`config.mk`:
```
export PLATFORM = sky130hd
export DESIGN_NAME = alu_pipe_flat
export DESIGN_NICKNAME = d
export VERILOG_FILES = /design/src/rtl/alu_pipe_if.sv /design/src/rtl/alu_pipe.sv /design/src/flat_wrapper.sv
export SDC_FILE = /design/constraint.sdc
export NUM_CORES = 1
export LEC_CHECK = 0
export ABC_CLOCK_PERIOD_IN_PS = 4500
export CAP_MARGIN = 0
export CORE_AREA = 8 8 183 185
export DETAILED_ROUTE_END_ITERATION = 16
export DIE_AREA = 0 0 191 193
export PLACE_DENSITY = 0.81
export SYNTH_ARGS = -nofsm -noshare
export SYNTH_HDL_FRONTEND = slang
export SYNTH_SLANG_ARGS = --single-unit
```
`constraint.sdc`:
```
create_clock -name clk_in -period 4.5 [get_ports clk_in]
set_input_delay 0.9 -clock clk_in [delete_from_list [all_inputs] [get_ports clk_in]]
set_output_delay 0.9 -clock clk_in [all_outputs]
set_load 0.005 [all_outputs]
```
`src/rtl/alu_pipe_if.sv`:
```
// Issue/result bus between the ALU reservation station, alu_pipe and the CDB arbiter.
// master = RS/CDB side, slave = alu_pipe.
interface alu_pipe_if #(
  parameter int unsigned XLEN  = 32,
  parameter int unsigned ROB_W = 5
);
  logic              _clear;
  logic              _alu_ready;
  logic [3:0]        _alu_op;
  logic [ROB_W-1:0]  _alu_rob_id;
  logic [XLEN-1:0]   _alu_rs1;
  logic [XLEN-1:0]   _alu_rs2;
  logic              _alu_full;
  logic              _cdb_ready;
  logic [ROB_W-1:0]  _cdb_rob_id;
  logic [XLEN-1:0]   _cdb_value;
  logic              _cdb_grant;

  modport master (
    output _clear, _alu_ready, _alu_op, _alu_rob_id, _alu_rs1, _alu_rs2, _cdb_grant,
    input  _alu_full, _cdb_ready, _cdb_rob_id, _cdb_value
  );

  modport slave (
    input  _clear, _alu_ready, _alu_op, _alu_rob_id, _alu_rs1, _alu_rs2, _cdb_grant,
    output _alu_full, _cdb_ready, _cdb_rob_id, _cdb_value
  );
endinterface

```
`src/rtl/alu_pipe.sv`:
```
// Buffered integer ALU: execute register(s) feeding a tagged result FIFO drained to the CDB.
// Define ALU_PIPE2_EN for a split operand/result register pair (latency 2 instead of 1).
module alu_pipe #(
  parameter int unsigned XLEN  = 32,
  parameter int unsigned ROB_W = 5,
  parameter int unsigned DEPTH = 4
) (
  input logic        clk_in,
  input logic        rst_in,
  input logic        rdy_in,
  alu_pipe_if.slave  bus
);
  localparam int unsigned SHW   = $clog2(XLEN);
  localparam int unsigned PTR_W = $clog2(DEPTH);
  localparam int unsigned CNT_W = PTR_W + 1;

  typedef enum logic [3:0] {
    OpAdd, OpSub, OpSll, OpSlt, OpSltu, OpXor, OpSrl, OpSra,
    OpOr, OpAnd, OpEq, OpNe, OpLt, OpGe, OpLtu, OpGeu
  } op_e;

  function automatic logic [XLEN-1:0] alu_calc(input logic [3:0] op,
                                               input logic [XLEN-1:0] a,
                                               input logic [XLEN-1:0] b);
    logic [SHW-1:0]  shamt;
    logic            lt_s, lt_u, eq, flag;
    logic [XLEN-1:0] res;
    shamt = b[SHW-1:0];
    lt_s  = $signed(a) < $signed(b);
    lt_u  = a < b;
    eq    = a == b;
    flag  = 1'b0;
    res   = '0;
    case (op_e'(op))
      OpAdd:  res = a + b;
      OpSub:  res = a - b;
      OpSll:  res = a << shamt;
      OpSlt:  flag = lt_s;
      OpSltu: flag = lt_u;
      OpXor:  res = a ^ b;
      OpSrl:  res = a >> shamt;
      OpSra:  res = $unsigned($signed(a) >>> shamt);
      OpOr:   res = a | b;
      OpAnd:  res = a & b;
      OpEq:   flag = eq;
      OpNe:   flag = !eq;
      OpLt:   flag = lt_s;
      OpGe:   flag = !lt_s;
      OpLtu:  flag = lt_u;
      OpGeu:  flag = !lt_u;
      default: res = '0;
    endcase
    // Compare opcodes leave res at zero, so OR-ing in the flag zero-extends it.
    return res | {{(XLEN-1){1'b0}}, flag};
  endfunction

  logic                   accept, push, pop, cdb_ready;
  logic [CNT_W-1:0]       occupancy;
  logic                   ex_valid_q;
  logic [ROB_W-1:0]       ex_tag_q;
  logic [XLEN-1:0]        ex_result_q;
  logic [PTR_W-1:0]       wr_ptr_q, rd_ptr_q;
  logic [CNT_W-1:0]       count_q;
  logic [ROB_W+XLEN-1:0]  mem_q [DEPTH];
  logic [ROB_W+XLEN-1:0]  head;

`ifdef ALU_PIPE2_EN
  logic                   s1_valid_q;
  logic [3:0]             s1_op_q;
  logic [ROB_W-1:0]       s1_tag_q;
  logic [XLEN-1:0]        s1_rs1_q, s1_rs2_q;
`endif

  always_comb begin
    occupancy = count_q + CNT_W'(ex_valid_q);
`ifdef ALU_PIPE2_EN
    occupancy = occupancy + CNT_W'(s1_valid_q);
`endif
  end

  // Full is derived from counts alone so it never loops back through issue or grant.
  assign bus._alu_full = occupancy >= CNT_W'(DEPTH - 1);

  assign cdb_ready = count_q != '0;
  assign accept    = bus._alu_ready && !bus._alu_full && rdy_in && !bus._clear;
  assign push      = ex_valid_q && rdy_in && !bus._clear && !rst_in;
  assign pop       = cdb_ready && bus._cdb_grant && rdy_in;

  always_ff @(posedge clk_in) begin
    if (rst_in || bus._clear) begin
      ex_valid_q <= 1'b0;
`ifdef ALU_PIPE2_EN
      s1_valid_q <= 1'b0;
`endif
      wr_ptr_q   <= '0;
      rd_ptr_q   <= '0;
      count_q    <= '0;
    end else if (rdy_in) begin
`ifdef ALU_PIPE2_EN
      s1_valid_q <= accept;
      if (accept) begin
        s1_op_q  <= bus._alu_op;
        s1_tag_q <= bus._alu_rob_id;
        s1_rs1_q <= bus._alu_rs1;
        s1_rs2_q <= bus._alu_rs2;
      end
      ex_valid_q <= s1_valid_q;
      if (s1_valid_q) begin
        ex_tag_q    <= s1_tag_q;
        ex_result_q <= alu_calc(s1_op_q, s1_rs1_q, s1_rs2_q);
      end
`else
      ex_valid_q <= accept;
      if (accept) begin
        ex_tag_q    <= bus._alu_rob_id;
        ex_result_q <= alu_calc(bus._alu_op, bus._alu_rs1, bus._alu_rs2);
      end
`endif
      if (push) wr_ptr_q <= wr_ptr_q + PTR_W'(1);
      if (pop)  rd_ptr_q <= rd_ptr_q + PTR_W'(1);
      count_q <= count_q + CNT_W'(push) - CNT_W'(pop);
    end
  end

  always_ff @(posedge clk_in) begin
    if (push) mem_q[wr_ptr_q] <= {ex_tag_q, ex_result_q};
  end

  assign head             = mem_q[rd_ptr_q];
  assign bus._cdb_ready   = cdb_ready;
  assign bus._cdb_rob_id  = cdb_ready ? head[ROB_W+XLEN-1:XLEN] : '0;
  assign bus._cdb_value   = cdb_ready ? head[XLEN-1:0] : '0;
endmodule
```
`src/flat_wrapper.sv`:
```
// flat-port wrapper written by rule: the top's interface ports become plain ports
module alu_pipe_flat 
#(
  parameter int unsigned XLEN  = 32,
  parameter int unsigned ROB_W = 5,
  parameter int unsigned DEPTH = 4
)
  (clk_in, rst_in, rdy_in, bus__clear, bus__alu_ready, bus__alu_op, bus__alu_rob_id, bus__alu_rs1, bus__alu_rs2, bus__cdb_grant, bus__alu_full, bus__cdb_ready, bus__cdb_rob_id, bus__cdb_value);
  alu_pipe_if #(.XLEN(XLEN), .ROB_W(ROB_W)) bus_i ();
  input logic clk_in;
  input logic rst_in;
  input logic rdy_in;
  input wire logic [$bits(bus_i._clear)-1:0] bus__clear;
  input wire logic [$bits(bus_i._alu_ready)-1:0] bus__alu_ready;
  input wire logic [$bits(bus_i._alu_op)-1:0] bus__alu_op;
  input wire logic [$bits(bus_i._alu_rob_id)-1:0] bus__alu_rob_id;
  input wire logic [$bits(bus_i._alu_rs1)-1:0] bus__alu_rs1;
  input wire logic [$bits(bus_i._alu_rs2)-1:0] bus__alu_rs2;
  input wire logic [$bits(bus_i._cdb_grant)-1:0] bus__cdb_grant;
  output wire logic [$bits(bus_i._alu_full)-1:0] bus__alu_full;
  output wire logic [$bits(bus_i._cdb_ready)-1:0] bus__cdb_ready;
  output wire logic [$bits(bus_i._cdb_rob_id)-1:0] bus__cdb_rob_id;
  output wire logic [$bits(bus_i._cdb_value)-1:0] bus__cdb_value;
  assign bus_i._clear = bus__clear;
  assign bus_i._alu_ready = bus__alu_ready;
  assign bus_i._alu_op = bus__alu_op;
  assign bus_i._alu_rob_id = bus__alu_rob_id;
  assign bus_i._alu_rs1 = bus__alu_rs1;
  assign bus_i._alu_rs2 = bus__alu_rs2;
  assign bus_i._cdb_grant = bus__cdb_grant;
  assign bus__alu_full = bus_i._alu_full;
  assign bus__cdb_ready = bus_i._cdb_ready;
  assign bus__cdb_rob_id = bus_i._cdb_rob_id;
  assign bus__cdb_value = bus_i._cdb_value;
  alu_pipe #(.XLEN(XLEN), .ROB_W(ROB_W), .DEPTH(DEPTH)) u_core (.clk_in(clk_in), .rst_in(rst_in), .rdy_in(rdy_in), .bus(bus_i));
endmodule
```
Word level (Yosys, flattened, before mapping):

Memories as Yosys holds them, arrays and structs flattened. A register that Yosys moved wholly into a read port is not among the register bits.
Cells that the tools add are included.

* register bits after elaboration: 45
* bits in writable memories: 148
* memories: 1
* output and inout port bits: 39

* shift operators: 3
* mux-type cells: 14
* bitwise operators: 5
* reduce and logical (&&, ||, !) cells: 22
* equal/unequal tests: 16
* $lt $le $gt $ge: 3
* $add $sub $neg: 7

Memory list
* u_core.mem_q: depth 4, width 37, read ports 1, clocked after memory_dff 1, write ports 1, RTL line alu_pipe.sv:64 `logic [ROB_W+XLEN-1:0] mem_q [DEPTH];`

Operators with widths (count)
* 32-bit one-hot mux with 8 select lines: 1
* 32-bit two-way mux: 4
* 32-bit less-than comparator: 2
* 32-bit adder: 1
* 32-bit AND: 1
* 32-bit == test: 1
* 4-bit == test, second input constant: 8
* 32-bit by 1-bit bitwise OR with 32-bit output: 1
* 32-bit bitwise OR: 1
* 32-bit by 5-bit << shifter with 32-bit output: 1
* 32-bit by 5-bit right shift with 32-bit output: 1
* 32-bit by 5-bit >>> shifter with 32-bit output: 1
* 32-bit subtractor: 1
* 32-bit XOR: 1
* 4-bit by 3-bit == test with 1-bit output, second input constant: 4
* 4-bit by 2-bit == test with 1-bit output, second input constant: 2
* 1-bit logical AND: 8
* 3-bit by 1-bit adder with 3-bit output: 2
* 1-bit logical NOT: 6
* 1-bit one-hot mux with 6 select lines: 1
* 1-bit two-way mux: 5
* 5-bit two-way mux: 1
* 2-bit by 1-bit adder with 2-bit output, second input constant: 2
* 4-bit by 1-bit == test with 1-bit output, second input constant: 1
* other kinds (10): 13

Logic depth before layout (Yosys ltp):

Gate-level depths: netlist of run 1.

* word-level depth: 10
* mapped depth: 16
* mapped depth without buffers: 12

Least setup slack after synthesis of run 1:

No wires, ideal clock.

* path kind: input -> register
* start: input bus__alu_rs2[2]
* end: register u_core.ex_result_q[28] (data pin)
* data required time: 4.241 ns
* setup slack: -0.203 ns
* stages on the path: 16
* data arrival time: 4.444 ns
* path buffers: 5
* cells stage by stage: clkbuf_1 -> inv_1 -> buf_2 -> buf_2 -> buf_2 -> buf_1 -> ha_1 -> nor2b_1 -> o31a_1 -> o21ai_1 -> o31ai_1 -> a41o_1 -> a311o_1 -> a21oi_1 -> o221ai_1 -> a211o_1

* word-level cells in the longest chain between the ends: 6
* elaborated cells between the ends (all ways): 10

Ends and longest elaborated chain
* start, declared: RTL line flat_wrapper.sv:18 `input wire logic [$bits(bus_i._alu_rs2)-1:0] bus__alu_rs2;`
* 32-bit subtractor (tied with other cells): RTL line alu_pipe.sv:36 `OpSub: res = a - b;`
* 32-bit one-hot mux with 8 select lines (*): RTL line alu_pipe.sv:34 `case (op_e'(op))`
* 32-bit two-way mux (*): RTL line alu_pipe.sv:114 `if (accept) begin`
* 32-bit two-way mux (*): RTL line alu_pipe.sv:98 `end else if (rdy_in) begin`
* 32-bit two-way mux (*): RTL line alu_pipe.sv:90 `if (rst_in || bus._clear) begin`
* 32-bit by 1-bit bitwise OR with 32-bit output (*): RTL line alu_pipe.sv:54 `return res | {{(XLEN-1){1'b0}}, flag};`
* end signal, assigned: RTL line alu_pipe.sv:116 `ex_result_q <= alu_calc(bus._alu_op, bus._alu_rs1, bus._alu_rs2);`
* end, declared: RTL line alu_pipe.sv:61 `logic [XLEN-1:0] ex_result_q;`

Mark *: on every way between the ends. The rest lies on a longest branch, timed or not. The select of a mux whose other input is x is not followed.
A chain may end at the register's enable or synchronous reset.

Final worst setup path of run 1:

* start: input bus__alu_rs1[0]
* end: register u_core.ex_result_q[30] (data pin)

* word-level cells in the longest chain between the ends: 6
* elaborated cells between the ends (all ways): 10

Ends and longest elaborated chain
* start, declared: RTL line flat_wrapper.sv:17 `input wire logic [$bits(bus_i._alu_rs1)-1:0] bus__alu_rs1;`
* 32-bit subtractor (tied with other cells): RTL line alu_pipe.sv:36
* 32-bit one-hot mux with 8 select lines (*): RTL line alu_pipe.sv:34
* 32-bit two-way mux (*): RTL line alu_pipe.sv:114
* 32-bit two-way mux (*): RTL line alu_pipe.sv:98
* 32-bit two-way mux (*): RTL line alu_pipe.sv:90
* 32-bit by 1-bit bitwise OR with 32-bit output (*): RTL line alu_pipe.sv:54

Marked as above.

==> Implementation_results.wiki, run 1 <==
{| class="wikitable"
! Metric !! Value
|-
| Pre-antenna DRT Iters || 6
|-
| Y dimension of the die || a little under 200 µm
|-
| Fraction of layout cells with a size suffix above 1 || between 15 and 20%
|-
| Final ANT Viol Nets || 0
|-
| Post-DP HPWL || roughly 47000 µm
|-
| Total count of hold-check failures in the final report || 0
|-
| Standard-cell rows || 65
|-
| Post-Synthesis Mean Instance Area || a little under 10 µm²
|-
| DRC violations left || 0
|-
| Routed len/inst || ~27 µm
|-
| Final layout net count || 2037
|-
| Min Tclk post-route || approximately 4.2 ns
|-
| Result of the run || completed
|-
| Mean number of vias per cell || 6.68
|-
| Flip-flop cell with the highest count after synthesis || edfxtp_1
|-
| Internal power || ~3.3 mW
|-
| Clk sinks || 195
|-
| Net Count, Synth || about 1900
|-
| Clock-pin slew of the registers on the worst-case setup and hold paths || approximately 0.070 ns
|-
| Count of final max-slew check failures || 0
|-
| Power per unit of standard cell area || about 260 nW/µm²
|-
| Total net switching power || around 1.7 mW
|-
| Cts repair resizes || 0
|-
| Pwr Total || roughly 5 mW
|-
| Headroom to the max-slew limit || a little over a quarter
|-
| Maximum clock frequency || between 0.2 and 0.25 GHz
|-
| Flop and latch count out of synthesis || approximately 200
|-
| Root Driver || clkbuf_16
|-
| CP arrival || approximately 4.4 ns
|-
| Share of the clock period used by the worst path || between 90% and 100%
|-
| Setup TNS Final || 0 ns
|-
| Drt initial violations || 1679
|-
| Port bufs || 117
|-
| Pin count of the biggest net entering global routing || 70
|-
| Signed area change from the synthesized netlist to the final layout || 18.7%
|-
| Post-synthesis cell count || approximately 1700
|-
| Post-synth design cell area || around 16000 µm²
|-
| Crit-path cells || clkdlybuf4s50_1, buf_4, ha_1, inv_1, fa_1, nor2b_1, o31a_1, o21ai_2, o31ai_1, a41o_1, a31oi_1, o211a_1, or4_1
|-
| Max rail drop VDD || 0.252 mV
|-
| Fraction of synthesis flops using an asynchronous set or reset pin || 0%
|-
| Critical Path Start Type || primary input
|-
| # IOs || around 120
|-
| Slack of the critical path || between 0.3 and 0.4 ns
|-
| Global-route wire length before repair || between 90000 and 100000 µm
|-
| Number of buffers inserted to repair setup after CTS || 0
|-
| Post-detailed-routing wire length || 61500 µm
|-
| Total core area || just over 30000 µm²
|-
| Clock group share of total power || ~30%
|-
| Crit-path slowest cell || clkdlybuf4s50_1
|-
| Number of H-tree branching levels || 4
|-
| Clock Latency Late Sink || between 0.4 and 0.5 ns
|-
| Filler Cell Count || 2533
|-
| Overflow left after global routing || 0
|-
| Pre-CTS setup slack || -0.0605 ns
|-
| Instance count after placement with tap cells included || about 2200
|-
| RSZ-0062 raised after global routing || no
|-
| Number of hold buffers added after cts || 0
|-
| CTS tree || yes
|-
| Type of the most critical hold path || flop to flop
|-
| Number of enable flip-flop cells after synthesis || about 190
|-
| Critical path fanouts, max || 6
|-
| Maximum capacitance violations || 0
|-
| Non-filler instance count after layout || around 2300
|-
| Worst setup path category || primary input to flop
|-
| Area enclosed by the die boundary || around 37000 µm²
|-
| Number of global-route vias before repair || 14700
|-
| Initial core utilization || a little over half
|-
| Share of total power in sequential cells || between 30% and 40%
|-
| Maximum single-stage delay on the critical path || 0.48 ns
|-
| Slew at the pin closest to its max-slew limit || about 1.1 ns
|-
| Distinct cell type count after synthesis || a little over 80
|-
| Leakage Power || 7.44 nW
|-
| Die Wd || 191 µm
|-
| Gp weighted congestion || just over 1
|-
| Required time of the critical path || ~4.7 ns
|-
| Total clock buffers created by CTS || 17
|-
| Final clock skew || ~0.016 ns
|-
| Setup-failing EPs final || 0
|-
| Endpoint class of the critical path || flop
|-
| Gate power share || between 20% and 30%
|-
| Clock Tree Buf Depth || 2
|-
| Via count || around 15000
|-
| Overall global routing resource usage || between 30 and 40%
|-
| Sequential fraction of the synthesis area || a little over a third
|-
| Number of antenna violations at the first check in global routing || 2
|-
| Area occupied by registers || roughly 5800 µm²
|-
| Total area of multi-input combinational cells || about 9600 µm²
|-
| Syn. warnings || 0
|-
| Sw Ratio || about a third
|}
[synthesized netlist by cell type (10+ instances only)]
library cell	instances	share of area [%]
buf_1	15	0.35
nor2b_1	17	0.66
mux4_2	67	9.3
a21oi_1	116	3.6
o21ai_0	106	3.3
a31oi_1	15	0.58
ha_1	116	9.0
a211oi_1	27	1.3
buf_2	28	0.86
a221o_1	10	0.62
inv_1	100	2.3
edfxtp_1	185	34
o221ai_1	10	0.54
clkbuf_1	77	1.8
o22ai_1	12	0.46
mux2i_1	54	3.3
nand3_1	21	0.65
nor2_1	165	3.8
nand2_1	120	2.8
a211o_1	18	0.97
nor3_1	25	0.77
o21bai_1	13	0.60
a221oi_1	26	1.4
and2_1	45	1.7
a21o_1	18	0.83
o211ai_1	31	1.4
mux2_2	21	1.5
o31ai_1	21	0.97
nand2b_1	21	0.81
o21a_1	11	0.51
dfxtp_1	10	1.2
[registers in the layout, indices dropped and copies added (netlist names), named ones only]
register / cells
u_core.mem_q: 148
u_core.ex_result_q: 32
u_core.ex_tag_q: 5
u_core.count_q: 3
u_core.rd_ptr_q: 2
u_core.wr_ptr_q: 2
u_core.ex_valid_q: 1
[through the flow]
step / area, µm² / hold WS (ns) / utilization, %
after global placement: 18600 / 0.466 / 60.3
after floorplan: 16200 / 0.459 / -
after detailed placement: 18600 / 0.480 / 60.3
final: 19200 / 0.501 / 62.4
after global routing: 19200 / 0.513 / 62.4
after CTS: 19200 / 0.498 / 62.4
[worst paths after layout]
check	cells past startpoint	to	start	slack [ns]
max reg2reg	11	u_core.count_q[2]$_SDFFE_PP0P_	u_core.count_q[1]$_SDFFE_PP0P_	1.35
max	13	u_core.ex_result_q[30]$_DFFE_PP_	bus__alu_rs1[0]	0.30
min reg2reg	0	u_core.mem_q[3][0]$_DFFE_PP_	u_core.ex_result_q[0]$_DFFE_PP_	0.50
min	0	u_core.mem_q[3][0]$_DFFE_PP_	u_core.ex_result_q[0]$_DFFE_PP_	0.50
[logic make-up (layout without fill, tap and decap cells)]
kind of cell / Yosys count / in the layout / share of synthesized area, %
muxes: 143 / 143 / 14.2
adders and majority gates: 119 / 119 / 9.33
buffers and inverters: 225 / 404 / 5.48
and+or+nand+nor: 469 / 469 / 13.6
xor gates and xnor gates: 9 / 9 / 0.487
AOI/OAI and AO/OA: 513 / 513 / 21.4
DFF: 195 / 195 / 35.5
other: 0 / 1 / 0
[power groups by stage]
stage	Clock (mW)	Combinational (mW)	Sequential, mW
2_1_floorplan	0	0.805	2.04
3_5_place_dp	0	1.41	2.04
5_1_grt	1.62	1.55	2.00
3_3_place_gp	0	1.40	2.04
4_1_cts	1.56	1.42	2.00
6_report	1.54	1.47	2.00
[routing by layer]
metal	part of all wire (%)	wire length (µm)	vias up	global-route usage, %
met4	7.3	4520	2	21.4
li1	-	-	6659	-
met5	0.026	16	-	0
met3	9.1	5600	229	5.16
met1	37	22700	7202	39.8
met2	47	28700	967	54.0
[final cells by class]
type / instances / share of cell area, %
sequential: 195 / 30.0
antenna: 1 / 0.0130
clock buffer: 17 / 2.21
multi-input combinational: 1253 / 50.0
timing repair buffer: 269 / 12.2
inverter: 103 / 2.01
tap: 402 / 2.62
clock inverter: 15 / 1.03
[cell usage in the layout (no fill, tap or decap), types with 8 or more instances in the layout]
cell type          n
a221oi_1          26
o21ai_0          106
nand4_1            9
a211oi_1          27
nor3_1            23
and2_1            41
a31oi_1           15
o21bai_1          13
mux4_2            67
ha_1             116
a221o_1           10
o2111ai_1          9
nor2_1           164
o22ai_1           12
clkbuf_16         17
inv_1             99
nor4_1             8
o221ai_1          10
o211ai_1          31
nand3_1           21
nand2_1          120
mux2_2            21
o21a_1            11
edfxtp_1         185
nand2b_1          21
nor2b_1           17
a21o_1            18
o31ai_1           21
a21oi_1          116
mux2i_1           54
dfxtp_1            8
clkdlybuf4s50_1  113
buf_4            149
a211o_1           18
[critical path, delay by kind of cell]
family                   cells  cell delay, ns
AO/OA/AOI/OAI                6            1.52
AND/OR/NAND/NOR              2            0.65
buffers and inverters        3            0.70
adder cells (fa/ha/maj)      2            0.60
Note: power is estimated with default switching activity, not from simulation.
==> run 2, diff against run 1 <==
--- a/config.mk
+++ b/config.mk
@@ -5,12 +5,12 @@
 export SDC_FILE = /design/constraint.sdc
 export NUM_CORES = 1
 export LEC_CHECK = 0
-export ABC_CLOCK_PERIOD_IN_PS = 4500
+export ABC_CLOCK_PERIOD_IN_PS = 4100
 export CAP_MARGIN = 0
 export CORE_AREA = 8 8 183 185
 export DETAILED_ROUTE_END_ITERATION = 16
 export DIE_AREA = 0 0 191 193
-export PLACE_DENSITY = 0.81
+export PLACE_DENSITY = 0.78
 export SYNTH_ARGS = -nofsm -noshare
 export SYNTH_HDL_FRONTEND = slang
 export SYNTH_SLANG_ARGS = --single-unit
==> constraint.sdc (replaced) <==
create_clock -name clk_in -period 4.1 [get_ports clk_in]
set_input_delay 0.82 -clock clk_in [delete_from_list [all_inputs] [get_ports clk_in]]
set_output_delay 0.82 -clock clk_in [all_outputs]
set_load 0.005 [all_outputs]
==> run 2 against run 1 <==
Compared with the run above:
- clock skew hardly changed
- sequential share of layout area decreased by 1.5 points
- first-iteration DRC count down 7.9%
- clock-buffer cell count did not move
- largest power group unchanged
- critical path depth is 1 lower
- clock power increased by 9.7%
- final cell count up 5.3%
==> Implementation_results.wiki, run 2 (synthesis gave the netlist of run 1 again) <==
{| class="wikitable"
! Metric !! Value
|-
| Fraction of layout cells with a size suffix above 1 || 22.5%
|-
| Type of the most critical hold path || flop to flop
|-
| Clk sinks || a little under 200
|-
| Internal power || 3.81 mW
|-
| Post-DP HPWL || 47400 µm
|-
| Required time of the critical path || around 4.4 ns
|-
| Total net switching power || 1.81 mW
|-
| Overflow left after global routing || 0
|-
| Number of antenna violations at the first check in global routing || 1
|-
| Via count || between 15000 and 20000
|-
| Worst setup path category || primary input to flop
|-
| Power per unit of standard cell area || around 280 nW/µm²
|-
| Max rail drop VDD || ~0.30 mV
|-
| Sw Ratio || between 30% and 40%
|-
| Registers with the most flip-flops || u_core.mem_q (148), u_core.ex_result_q (32), u_core.ex_tag_q (5)
|-
| Slew at the pin closest to its max-slew limit || 1.08 ns
|-
| Gp weighted congestion || about 1.1
|-
| Overall global routing resource usage || between 30% and 40%
|-
| Total count of hold-check failures in the final report || 0
|-
| Sum of buffers and inverters on the critical path || 2
|-
| Min Tclk post-route || 4.05 ns
|-
| Commonest non-fill, non-tap cell in the layout || buf_4
|-
| Crit-path slowest cell || clkdlybuf4s50_1
|-
| CP arrival || around 4.4 ns
|-
| Critical Path Start Type || primary input
|-
| Register-to-register setup slack || slightly below 1 ns
|-
| Clock-pin slew of the registers on the worst-case setup and hold paths || approximately 0.08 ns
|-
| Total core area || approximately 30000 µm²
|-
| Final Util || 65.7%
|-
| Drt initial violations || approximately 1500
|-
| DRC violations left || 0
|-
| Number of hold buffers added after cts || 0
|-
| Standard-cell rows || 65
|-
| Cell depth of the worst setup path || 12
|-
| Pin count of the biggest net entering global routing || 93
|-
| Total clock buffers created by CTS || 17
|-
| Most used cells in the layout excluding fill and tap cells || buf_4 (263), edfxtp_1 (185), nor2_1 (164), nand2_1 (120), ha_1 (115)
|-
| Leakage Power || roughly 8.0 nW
|-
| Final layout net count || between 2000 and 2500
|-
| Final ANT Viol Nets || 0
|-
| Pwr Total || 5.62 mW
|-
| # IOs || 118
|-
| Signed area change from the synthesized netlist to the final layout || 25.0%
|-
| Area enclosed by the die boundary || roughly 37000 µm²
|-
| CTS tree || yes
|-
| Clock group share of total power || around 30%
|-
| Pre-antenna DRT Iters || 6
|-
| Share of the clock period used by the worst path || a little over nine tenths
|-
| Critical path fanouts, max || 4
|-
| Post-detailed-routing wire length || about 62000 µm
|-
| Clock Latency Late Sink || approximately 0.44 ns
|-
| Headroom to the max-slew limit || 28.2%
|-
| Maximum capacitance violations || 0
|-
| Mean number of vias per cell || ~6.5
|-
| Flip-flop count of the largest register, all copies and words added || 148
|-
| Endpoint class of the critical path || flop
|-
| Setup-failing EPs final || 0
|-
| Hold slack || around 0.50 ns
|-
| Summed area of non-filler cells in the final layout || roughly 20000 µm²
|-
| Maximum single-stage delay on the critical path || approximately 0.6 ns
|-
| RSZ-0062 raised after global routing || no
|-
| Maximum clock frequency || approximately 0.25 GHz
|-
| Share of total power in sequential cells || 39.1%
|-
| Slack of the critical path || roughly 0.051 ns
|-
| Die Wd || 191 µm
|-
| Top cell family by delay on the critical path || compound AO/OA/AOI/OAI gates
|-
| Pre-CTS setup slack || -0.409 ns
|-
| Routed len/inst || 25.9 µm
|-
| Count of final max-slew check failures || 0
|-
| Initial core utilization || roughly 53%
|-
| Crit-path cells || clkdlybuf4s50_1, inv_1, ha_1, or4_4, or3_4, a211oi_1, nor2_1, a21oi_1, o31ai_2, mux2_4, a2111oi_4, a311o_1
|-
| Result of the run || completed
|-
| Global-route wire length before repair || 91300 µm
|-
| Port bufs || 117
|-
| Largest register by flop count || u_core.mem_q
|-
| Root Driver || clkbuf_16
|-
| Gate power share || 30.9%
|-
| Number of H-tree branching levels || 4
|-
| Area of placed instances || around 20000 µm²
|-
| Min-Delay Path Depth || 0
|-
| Y dimension of the die || about 190 µm
|-
| Clock Tree Buf Depth || 2
|-
| R2r worst-path depth || 11
|-
| Final clock skew || about 0.016 ns
|-
| Number of global-route vias before repair || between 10000 and 15000
|}
-- run 2: power groups by stage --
stage | clock network [mW] | logic [mW] | registers [mW]
global placement | 0 | 1.65 | 2.24
CTS | 1.71 | 1.67 | 2.20
finish | 1.69 | 1.73 | 2.20
global route | 1.77 | 1.84 | 2.20
floorplan | 0 | 0.887 | 2.24
detailed placement | 0 | 1.67 | 2.24
-- run 2: metal layers --
layer	routed length [µm]	part of all wire (%)	track usage (%)
met5	0	0	0
met4	5090	8.3	24.1
met3	5190	8.4	5.45
met2	28000	45	52.0
met1	23300	38	40.4
-- run 2: timing repair --
| item | 4_1_cts | 5_1_grt |
|---|---|---|
| setup endpoints to repair | 0 | 7 |
| gates resized for setup | 0 | 14 |
| setup buffers | 0 | 1 |
-- run 2: final timing paths --
| kind | start | end |
|---|---|---|
| setup / recovery | bus__alu_rs2[26] | u_core.ex_result_q[0]$_DFFE_PP_ |
| hold reg to reg | u_core.ex_result_q[13]$_DFFE_PP_ | u_core.mem_q[2][13]$_DFFE_PP_ |
| setup reg to reg | u_core.count_q[1]$_SDFFE_PP0P_ | u_core.count_q[2]$_SDFFE_PP0P_ |
| hold / removal | u_core.ex_result_q[13]$_DFFE_PP_ | u_core.mem_q[2][13]$_DFFE_PP_ |
-- run 2: per-stage QoR --
step           setup TNS (ns)  std cells
2_1_floorplan               0       1673
3_3_place_gp            -2.89       2340
3_5_place_dp            -3.30       2340
4_1_cts                     0       2372
5_1_grt                     0       2373
6_report                    0       2375
-- run 2: area by class of cell --
class / instances / area (µm²)
Antenna cell: 2 / 5.00
Clock buffer: 17 / 425
Clock inverter: 15 / 185
Fill cell: 2471 / 10600
Inverter: 103 / 387
Multi-Input combinational cell: 1253 / 9690
Sequential cell: 195 / 5760
Tap cell: 402 / 503
Timing Repair Buffer: 388 / 3300
==> run 3, diff against run 2 <==
--- a/config.mk
+++ b/config.mk
@@ -7,9 +7,9 @@
 export LEC_CHECK = 0
 export ABC_CLOCK_PERIOD_IN_PS = 4100
 export CAP_MARGIN = 0
-export CORE_AREA = 8 8 183 185
+export CORE_AREA = 2 2 177 179
 export DETAILED_ROUTE_END_ITERATION = 16
-export DIE_AREA = 0 0 191 193
+export DIE_AREA = 0 0 179 181
 export PLACE_DENSITY = 0.78
 export SYNTH_ARGS = -nofsm -noshare
 export SYNTH_HDL_FRONTEND = slang
==> run 3 against run 2 <==
Compared with the run above:
- sequential cell count unchanged
- largest power group unchanged
- largest cell class unchanged
- worst setup slack improved by 0.067 ns
- global-route usage increased by 4.9 points
- utilization increased by 1.2 points
- non-clock buffer count increased by 17
- first-iteration DRC count increased by 23%
- clock-buffer cell count unchanged
- via count increased by 0.97%
- final area increased by 0.33%
- sequential power about the same
==> Implementation_results.wiki, run 3 (synthesis gave the netlist of run 1 again) <==
{| class="wikitable"
! Metric !! Value
|-
| CP arrival || approximately 4.2 ns
|-
| Global-route wire length before repair || 90800 µm
|-
| Clock-pin slew of the registers on the worst-case setup and hold paths || 0.07 ns
|-
| Initial core utilization || between 50 and 60%
|-
| Total clock buffers created by CTS || 17
|-
| Share of the clock period used by the worst path || approximately 97%
|-
| Number of antenna violations at the first check in global routing || 2
|-
| DRC violations left || 0
|-
| Die Wd || between 150 and 200 µm
|-
| Hold slack || 0.496 ns
|-
| Required time of the critical path || 4.29 ns
|-
| Fraction of layout cells with a size suffix above 1 || 22.8%
|-
| Worst reg2reg endpoint || u_core.count_q[2]$_SDFFE_PP0P_
|-
| Post-detailed-routing wire length || between 60000 and 70000 µm
|-
| Most used cells in the layout excluding fill and tap cells || buf_4 (281), edfxtp_1 (185), nor2_1 (164), nand2_1 (120)
|-
| Pre-antenna DRT Iters || 6
|-
| Result of the run || completed
|-
| Via count || approximately 16000
|-
| # IOs || around 120
|-
| Final clock skew || ~0.012 ns
|-
| Critical Path Start Type || primary input
|-
| Post-DP HPWL || about 48000 µm
|-
| Total count of hold-check failures in the final report || 0
|-
| Port bufs || approximately 120
|-
| Number of H-tree branching levels || 4
|-
| Registers with the most flip-flops || u_core.mem_q (148), u_core.ex_result_q (32), u_core.ex_tag_q (5)
|-
| Count of final max-slew check failures || 0
|-
| Setup-failing EPs final || 0
|-
| Min-Delay Path Depth || 0
|-
| Filler Cell Count || about 2400
|-
| Gp weighted congestion || about 1.1
|-
| CTS tree || yes
|-
| Largest register by flop count || u_core.mem_q
|-
| Max rail drop VDD || 0.300 mV
|-
| Clk sinks || between 150 and 200
|-
| Overall global routing resource usage || 37.8%
|-
| Power per unit of standard cell area || 275 nW/µm²
|-
| Ant diodes || 0
|-
| Root Driver || clkbuf_16
|-
| Min Tclk post-route || ~4 ns
|-
| Critical path fanouts, max || 3
|-
| Type of the most critical hold path || flop to flop
|-
| Clock Tree Buf Depth || 2
|-
| R2r worst-path depth || 12
|-
| Area enclosed by the die boundary || between 30000 and 40000 µm²
|-
| Beginning of the worst register-to-register path || u_core.count_q[2]$_SDFFE_PP0P_
|-
| Y dimension of the die || 181 µm
|-
| Register-to-register setup slack || 1.41 ns
|-
| Mean number of vias per cell || 6.52
|-
| RSZ-0062 raised after global routing || no
|-
| Maximum capacitance violations || 0
|-
| Signed area change from the synthesized netlist to the final layout || 25.4%
|-
| Headroom to the max-slew limit || ~36%
|-
| Hold EP || u_core.mem_q[3][2]$_DFFE_PP_
|-
| Total core area || 30300 µm²
|-
| Maximum clock frequency || about 0.25 GHz
|-
| Number of buffers inserted to repair setup after CTS || 0
|-
| Worst setup path category || primary input to flop
|-
| Endpoint class of the critical path || flop
|-
| Slew at the pin closest to its max-slew limit || about 0.95 ns
|-
| Final layout net count || roughly 2200
|-
| Start point of the worst hold path || u_core.ex_result_q[2]$_DFFE_PP_
|-
| Overflow left after global routing || 0
|-
| Routed len/inst || around 26 µm
|-
| Final ANT Viol Nets || 0
|-
| Pwr Total || roughly 5.6 mW
|-
| Number of global-route vias before repair || 14900
|-
| Flip-flop count of the largest register, all copies and words added || 148
|-
| Pin count of the biggest net entering global routing || 83
|-
| Leakage Power || ~8.1 nW
|-
| Standard-cell rows || 64
|-
| Drt initial violations || 1895
|-
| Commonest non-fill, non-tap cell in the layout || buf_4
|-
| Clock Latency Late Sink || roughly 0.44 ns
|}
run 3: changes by cell type in the layout (fill, tap and decap cells not counted), sizes merged:
cell	previous run	this run
buf	275	292
clkinvlp	1	3
diode	2	0
inv	110	108
bufinv	1	0
clkinv	6	7
run 3: metrics by stage:
stage	instance area [µm²]	cells	utilization, %	worst slack, ns	setup TNS, ns
6_report	20300	2384	67.0	0.118	0
5_1_grt	20300	2384	67.0	0.00663	0
4_1_cts	20300	2384	66.9	0.124	0
3_5_place_dp	19700	2352	64.9	-0.348	-3.06
3_3_place_gp	19700	2352	64.9	-0.293	-2.21
2_1_floorplan	16300	1673	-	0.000402	0
run 3: cell type report:
class | count | area, µm² | share of cell area (%)
timing repair buffer | 405 | 3420 | 16.8
sequential | 195 | 5760 | 28.3
clock inverter | 15 | 183 | 0.899
tap | 396 | 495 | 2.44
multi-input combinational | 1253 | 9660 | 47.5
inverter | 103 | 387 | 1.90
clock buffer | 17 | 425 | 2.09
run 3: what timing repair did:
item	4_1_cts	5_1_grt
endpoints found under the setup margin	0	6
resized for setup	0	8
hold buffers	0	0
endpoints found under the hold margin	0	0
run 3: critical path, cell delays in order:
cell and delay [ns]:
clkdlybuf4s50_1 0.59, inv_1 0.07, ha_1 0.30, or4_1 0.60, nor2b_1 0.19, a311oi_1 0.17, a21oi_1 0.21, buf_4 0.15
o21ai_1 0.12, a2111oi_1 0.38, buf_4 0.18, o311a_1 0.15, a21boi_1 0.16, o31ai_1 0.08
run 3: metal layers:
layer,part of all wire (%),vias to the layer above,routed length (µm),global-route usage (%)
met1,38,7430,23500,47.5
li1,-,6929,-,-
met3,7.7,223,4760,4.48
met4,7.5,0,4630,24.2
met2,47,968,28800,61.6
met5,0,-,0,0
run 3: report_power, final:
| group | leakage, nW | internal (mW) | switching, mW |
|---|---|---|---|
| clock network | 0.285 | 0.828 | 0.818 |
| registers | 1.75 | 2.18 | 0.0116 |
| logic | 6.09 | 0.750 | 0.999 |
run 3: how the worst max path moves through the flow:
stage	slack, ns	to	start
after global placement	-0.29	u_core.ex_result_q[30]$_DFFE_PP_	bus__alu_rs1[0]
after CTS	0.12	u_core.ex_result_q[0]$_DFFE_PP_	bus__alu_rs1[0]
after floorplan	0.0004	u_core.ex_result_q[30]$_DFFE_PP_	bus__alu_rs2[1]
after detailed placement	-0.35	u_core.ex_result_q[30]$_DFFE_PP_	bus__alu_rs1[0]
after global routing	0.007	u_core.ex_result_q[0]$_DFFE_PP_	bus__alu_rs1[0]
final	0.12	u_core.ex_result_q[31]$_DFFE_PP_	bus__alu_rs1[10]
